--- src/rtl/logpwr_if.sv ---
// Stream bundle between the FFT bin source, the log-power converter and the colour-map stage.
// The master drives bins in and takes pixels out; the slave is the converter itself.
interface logpwr_if #(
  parameter int IW = 16
);
  logic                 i_valid;
  logic                 o_ready;
  logic signed [IW-1:0] i_re;
  logic signed [IW-1:0] i_im;
  logic                 i_last;
  logic [7:0]           i_floor;
  logic                 o_valid;
  logic                 i_ready;
  logic [7:0]           o_pixel;
  logic                 o_last;

  modport master (
    output i_valid, i_re, i_im, i_last, i_floor, i_ready,
    input  o_ready, o_valid, o_pixel, o_last
  );

  modport slave (
    input  i_valid, i_re, i_im, i_last, i_floor, i_ready,
    output o_ready, o_valid, o_pixel, o_last
  );
endinterface

--- src/rtl/logpwr.sv ---
// Four-stage log-power converter: |x|^2, piecewise-linear log2, noise-floor subtraction.
// A single advance enable stalls the whole pipe whenever the output pixel is not taken.
module logpwr #(
  parameter int IW = 16
) (
  input logic     i_clk,
  input logic     i_reset,
  logpwr_if.slave bus
);
  localparam int PW = 2 * IW;
  localparam int EW = $clog2(PW);
  localparam int FB = 8 - EW;
  localparam logic [EW-1:0] TOP = EW'(PW - 1);

  logic          ce;
  logic          v1, v2, v3;
  logic          last1, last2, last3;
  logic [PW-1:0] sq_re, sq_im, p2;
  logic [7:0]    l3;
  logic [PW-1:0] re_x, im_x;
  logic [EW-1:0] lod_e;
  logic [PW-1:0] norm;
  logic [7:0]    lod_l;
  logic [7:0]    pix_next;

  assign ce          = !bus.o_valid || bus.i_ready;
  assign bus.o_ready = ce;

  // Sign-extend so the PW-bit product keeps the full square of a negative component.
  assign re_x = {{IW{bus.i_re[IW-1]}}, bus.i_re};
  assign im_x = {{IW{bus.i_im[IW-1]}}, bus.i_im};

  // Shifting the leading one up to the MSB leaves the fraction bits just below it,
  // zero-filled automatically when the leading one sits near bit 0.
  always_comb begin
    lod_e = '0;
    for (int i = 0; i < PW; i++) begin
      if (p2[i]) lod_e = EW'(i);
    end
    norm  = p2 << (TOP - lod_e);
    lod_l = (p2 == '0) ? 8'd0 : {lod_e, norm[PW-2 -: FB]};
  end

  assign pix_next = (l3 > bus.i_floor) ? (l3 - bus.i_floor) : 8'd0;

  always_ff @(posedge i_clk) begin
    if (i_reset) begin
      v1          <= 1'b0;
      v2          <= 1'b0;
      v3          <= 1'b0;
      last1       <= 1'b0;
      last2       <= 1'b0;
      last3       <= 1'b0;
      sq_re       <= '0;
      sq_im       <= '0;
      p2          <= '0;
      l3          <= '0;
      bus.o_valid <= 1'b0;
      bus.o_pixel <= '0;
      bus.o_last  <= 1'b0;
    end else if (ce) begin
      v1          <= bus.i_valid;
      last1       <= bus.i_last;
      sq_re       <= re_x * re_x;
      sq_im       <= im_x * im_x;
      v2          <= v1;
      last2       <= last1;
      p2          <= sq_re + sq_im;
      v3          <= v2;
      last3       <= last2;
      l3          <= lod_l;
      bus.o_valid <= v3;
      // Bubbles leave the last delivered pixel on the bus.
      if (v3) begin
        bus.o_pixel <= pix_next;
        bus.o_last  <= last3;
      end
    end
  end
endmodule

--- src/flat_wrapper.sv ---
// flat-port wrapper written by rule: the top's interface ports become plain ports
module logpwr_flat 
#(
  parameter int IW = 16
)
  (i_clk, i_reset, bus_i_valid, bus_i_re, bus_i_im, bus_i_last, bus_i_floor, bus_i_ready, bus_o_ready, bus_o_valid, bus_o_pixel, bus_o_last);
  logpwr_if #(.IW(IW)) bus_i ();
  input logic i_clk;
  input logic i_reset;
  input wire logic [$bits(bus_i.i_valid)-1:0] bus_i_valid;
  input wire logic [$bits(bus_i.i_re)-1:0] bus_i_re;
  input wire logic [$bits(bus_i.i_im)-1:0] bus_i_im;
  input wire logic [$bits(bus_i.i_last)-1:0] bus_i_last;
  input wire logic [$bits(bus_i.i_floor)-1:0] bus_i_floor;
  input wire logic [$bits(bus_i.i_ready)-1:0] bus_i_ready;
  output wire logic [$bits(bus_i.o_ready)-1:0] bus_o_ready;
  output wire logic [$bits(bus_i.o_valid)-1:0] bus_o_valid;
  output wire logic [$bits(bus_i.o_pixel)-1:0] bus_o_pixel;
  output wire logic [$bits(bus_i.o_last)-1:0] bus_o_last;
  assign bus_i.i_valid = bus_i_valid;
  assign bus_i.i_re = bus_i_re;
  assign bus_i.i_im = bus_i_im;
  assign bus_i.i_last = bus_i_last;
  assign bus_i.i_floor = bus_i_floor;
  assign bus_i.i_ready = bus_i_ready;
  assign bus_o_ready = bus_i.o_ready;
  assign bus_o_valid = bus_i.o_valid;
  assign bus_o_pixel = bus_i.o_pixel;
  assign bus_o_last = bus_i.o_last;
  logpwr #(.IW(IW)) u_core (.i_clk(i_clk), .i_reset(i_reset), .bus(bus_i));
endmodule
--- config.mk ---
export PLATFORM = sky130hd
export DESIGN_NAME = logpwr_flat
export DESIGN_NICKNAME = d
export VERILOG_FILES = /design/src/rtl/logpwr_if.sv /design/src/rtl/logpwr.sv /design/src/flat_wrapper.sv
export SDC_FILE = /design/constraint.sdc
export NUM_CORES = 2
export LEC_CHECK = 0
export BUFFER_PORTS_ARGS = -buffer_cell sky130_fd_sc_hd__buf_2
export CORE_MARGIN = 3
export CORE_UTILIZATION = 61
export CTS_BUF_LIST = sky130_fd_sc_hd__clkbuf_8
export DETAILED_ROUTE_END_ITERATION = 6
export GPL_TIMING_DRIVEN = 0
export PLACE_DENSITY_LB_ADDON = 0.25
export SYNTH_ARGS = -nofsm -noshare
export SYNTH_HDL_FRONTEND = slang
export SYNTH_SLANG_ARGS = --single-unit
export TNS_END_PERCENT = 100
--- constraint.sdc ---
create_clock -name i_clk -period 7.2 [get_ports i_clk]
set_input_delay 1.44 -clock i_clk [delete_from_list [all_inputs] [get_ports i_clk]]
set_output_delay 1.44 -clock i_clk [all_outputs]
set_load 0.05 [all_outputs]
==> impl_results.md <==
- Horiz. Die Dim: 204.5 um
- Avg Inst Size Synth: 8.925 um^2
- Most frequent cells in the layout: 633 x inv_1, 477 x fa_1, 282 x nand2_1, 195 x ha_1, 141 x a21oi_1
- Ys Warns: 0
- Max-slew headroom: 0.4091
- Run status: finished, final reports clean
- Fin crit period: between 7 and 8 ns
- Root Buffer: clkbuf_8
- Asr flop ratio synth: 0
- First-pass GRT wire length: between 90000 and 100000 um
- Initial antenna violation count: 1
- Sequential element share of the synthesized area: 0.09832
- Count of final max-slew check failures: 0
- Row count: slightly above 70
- Largest area contributor in the netlist: fa_1
- First-pass iteration count of the detailed router: 6
- Maxcap violations: 0
- Syn_nets: 3422
- Worst-Skew Late Latency: 0.45 ns
- Main area contributors after synthesis: fa_1 40%, ha_1 11%, inv_1 10%
- Final Hold Violating Endpoints: 0
- CTS buffer count: 17
- Dominant synthesized flop cell: dfxtp_1
- Max Clock Skew: 0.01917 ns
- FF-to-FF Start: u_core.sq_im[3]
- Number of global-route vias before repair: approximately 20000
- Hold Path Origin: u_core.bus.o_pixel[4]
- Worst Tran Pin Value: 0.8863 ns
- Synth cell types: 75
- Die footprint: 0.04181 mm^2
- WL final: 57490 um
- Number of clock sinks: 118
- Crit. End Element: flop
- Most common cell after layout, fill and taps aside: inv_1
- F_max: between 100 and 150 MHz
- DP Wirelength: 48810 um
- Via count: 18500
- Chip height: between 200 and 250 um
- DRC Markers: 0
- Fraction of layout cells with a size suffix above 1: 0.07934
- Reg clk slew, reported paths: roughly 0.10 ns
- Ant diodes: 0
- Finished Layout Cells: 3291
- CP arrival: 7.43 ns
- Drt via density: 5.621
- Total routing usage reported by global routing: 0.2873
- Core area: 0.03874 mm^2
- Crit path from: bus_i_re[7]
- Congestion Overflow GR: 0
- Clock Tree Buf Depth: 2
- Htree depth: 4
- #FFs+latches synth: 118
- Final setup vio count: 0
- Starting Density: 0.6203
- Placed cells: 3259
- Post-Syn Area: 0.02403 mm^2
- I/O pins: 56
- Avg WL per Cell: 17.47 um
- Critical path startpoint category: input pin
- CTS Hold Bufs: 0
- Type of the tightest min-delay check: flop to flop
- Antenna-violating nets left: 0
- Largest net degree at the start of global routing: 18
- Layout area overhead: 8.441%
- # port buffers: slightly below 50
- CP Max Fanout: 10
- Number of synthesized flops with an enable pin: 0
- Worst Path Required: 7.55 ns
- WS Path Type: input pin to flop
- Syn Inst Count: 2692
- Post-synth top area share: 0.4008
- Tcrit/Tclk final: 0.9841
- Initial DRC Count: 1361
- CTS tree: done
- Layout Nets: 3490
- GP Congestion: ~1
-- repair_timing --
item	in CTS	in global routing
gates resized for setup	84	111
endpoints found under the setup margin	25	19
setup buffers	1	5
pin swaps	5	19
cloned	0	1
-- registers in the layout, indices dropped and copies added, names as in the netlist --
name,count
u_core.bus.o_pixel,8
u_core.p2,32
u_core.last1,1
u_core.sq_re,31
u_core.v3,1
u_core.last2,1
u_core.bus.o_last,1
u_core.last3,1
u_core.v1,1
u_core.v2,1
u_core.sq_im,31
u_core.bus.o_valid,1
u_core.l3,8
-- layout make-up --
class                           instances  area, um^2
Clock buffer                           17       234.0
Buffer                                 77       571.8
Fill cell                            3237       12680
Tap cell                              518       648.1
Timing Repair Buffer                   56       356.6
Sequential cell                       118        2362
Clock inverter                         15       182.7
Inverter                              642        2427
Multi-Input combinational cell       1848       19270
-- cell families after synthesis --
logic type | Yosys count | synth area share
buffers and inverters | 726 | 0.1138
adders and majority gates | 685 | 0.5070
and+or+nand+nor | 652 | 0.1272
AOI/OAI and AO/OA | 385 | 0.1057
DFF | 118 | 0.09832
xor gates and xnor gates | 102 | 0.03718
muxes | 24 | 0.01083
-- per-stage QoR --
step           setup slack (ns)  area [um^2]  utilization   TNS, ns  hold WS (ns)
5_1_grt                -0.06717        26060       0.6726   -0.1909        0.4672
3_3_place_gp             -1.119        24990       0.6452    -19.19        0.4371
2_1_floorplan          -0.06592        24100            -  -0.06592        0.4321
6_report                 0.1144        26060       0.6726         0        0.4535
4_1_cts                0.007415        25720       0.6639         0        0.4539
3_5_place_dp             -1.175        24990       0.6452    -21.33        0.4407
-- synthesized netlist by cell type (6+ instances only) --
master    number
a211o_1        6
a211oi_1      19
a21o_1        41
a21oi_1      151
a221oi_1       8
a22o_1        22
a22oi_1        8
a31o_2         7
a31oi_1        9
and2_1       102
and3_1         9
clkbuf_1      80
dfxtp_1      118
fa_1         481
ha_1         204
inv_1        639
mux2_2         6
mux2i_1       17
nand2_1      290
nand2b_1      25
nand3_1       28
nand4_1        8
nor2_1       114
nor2b_1       18
nor3_1        16
o211ai_1       6
o21a_1        13
o21ai_0       33
o21bai_1      12
o31ai_1        9
or2_2          9
or3_1          6
xnor2_1       68
xor2_1        34
-- worst max-delay path: stages --
cell      delay, ns
buf_2          0.11
clkbuf_4       0.21
and2_1         0.18
fa_1           0.50
fa_1           0.57
inv_1          0.06
fa_1           0.53
inv_1          0.05
fa_1           0.47
inv_1          0.05
fa_1           0.48
inv_1          0.06
fa_2           0.36
ha_4           0.27
a21o_1         0.18
a21oi_2        0.18
inv_2          0.07
or4_4          0.49
nor2_4         0.19
o31ai_4        0.12
a311oi_2       0.35
o21ai_1        0.13
xor2_1         0.16
a22o_1         0.20
-- worst paths after layout --
kind / depth (start not counted) / endpoint / slack [ns]
setup / recovery: 24 / u_core.sq_re[30] / 0.11
hold reg to reg: 2 / u_core.bus.o_pixel[4] / 0.45
hold / removal: 2 / u_core.bus.o_pixel[4] / 0.45
setup reg to reg: 11 / u_core.p2[30] / 3.62
-- routing by layer --
| metal | track usage | wire length [um] | vias up |
|---|---|---|---|
| met5 | 0 | 0 | - |
| met4 | 0.06021 | 1067 | 0 |
| met3 | 0.03822 | 3730 | 93 |
| met2 | 0.4921 | 28510 | 585 |
| met1 | 0.3953 | 24180 | 9368 |
| li1 | - | - | 8453 |
Power is left out: the tool's default activity adds up to more than one toggle a clock period on the data nets, which glitch-free logic cannot reach.
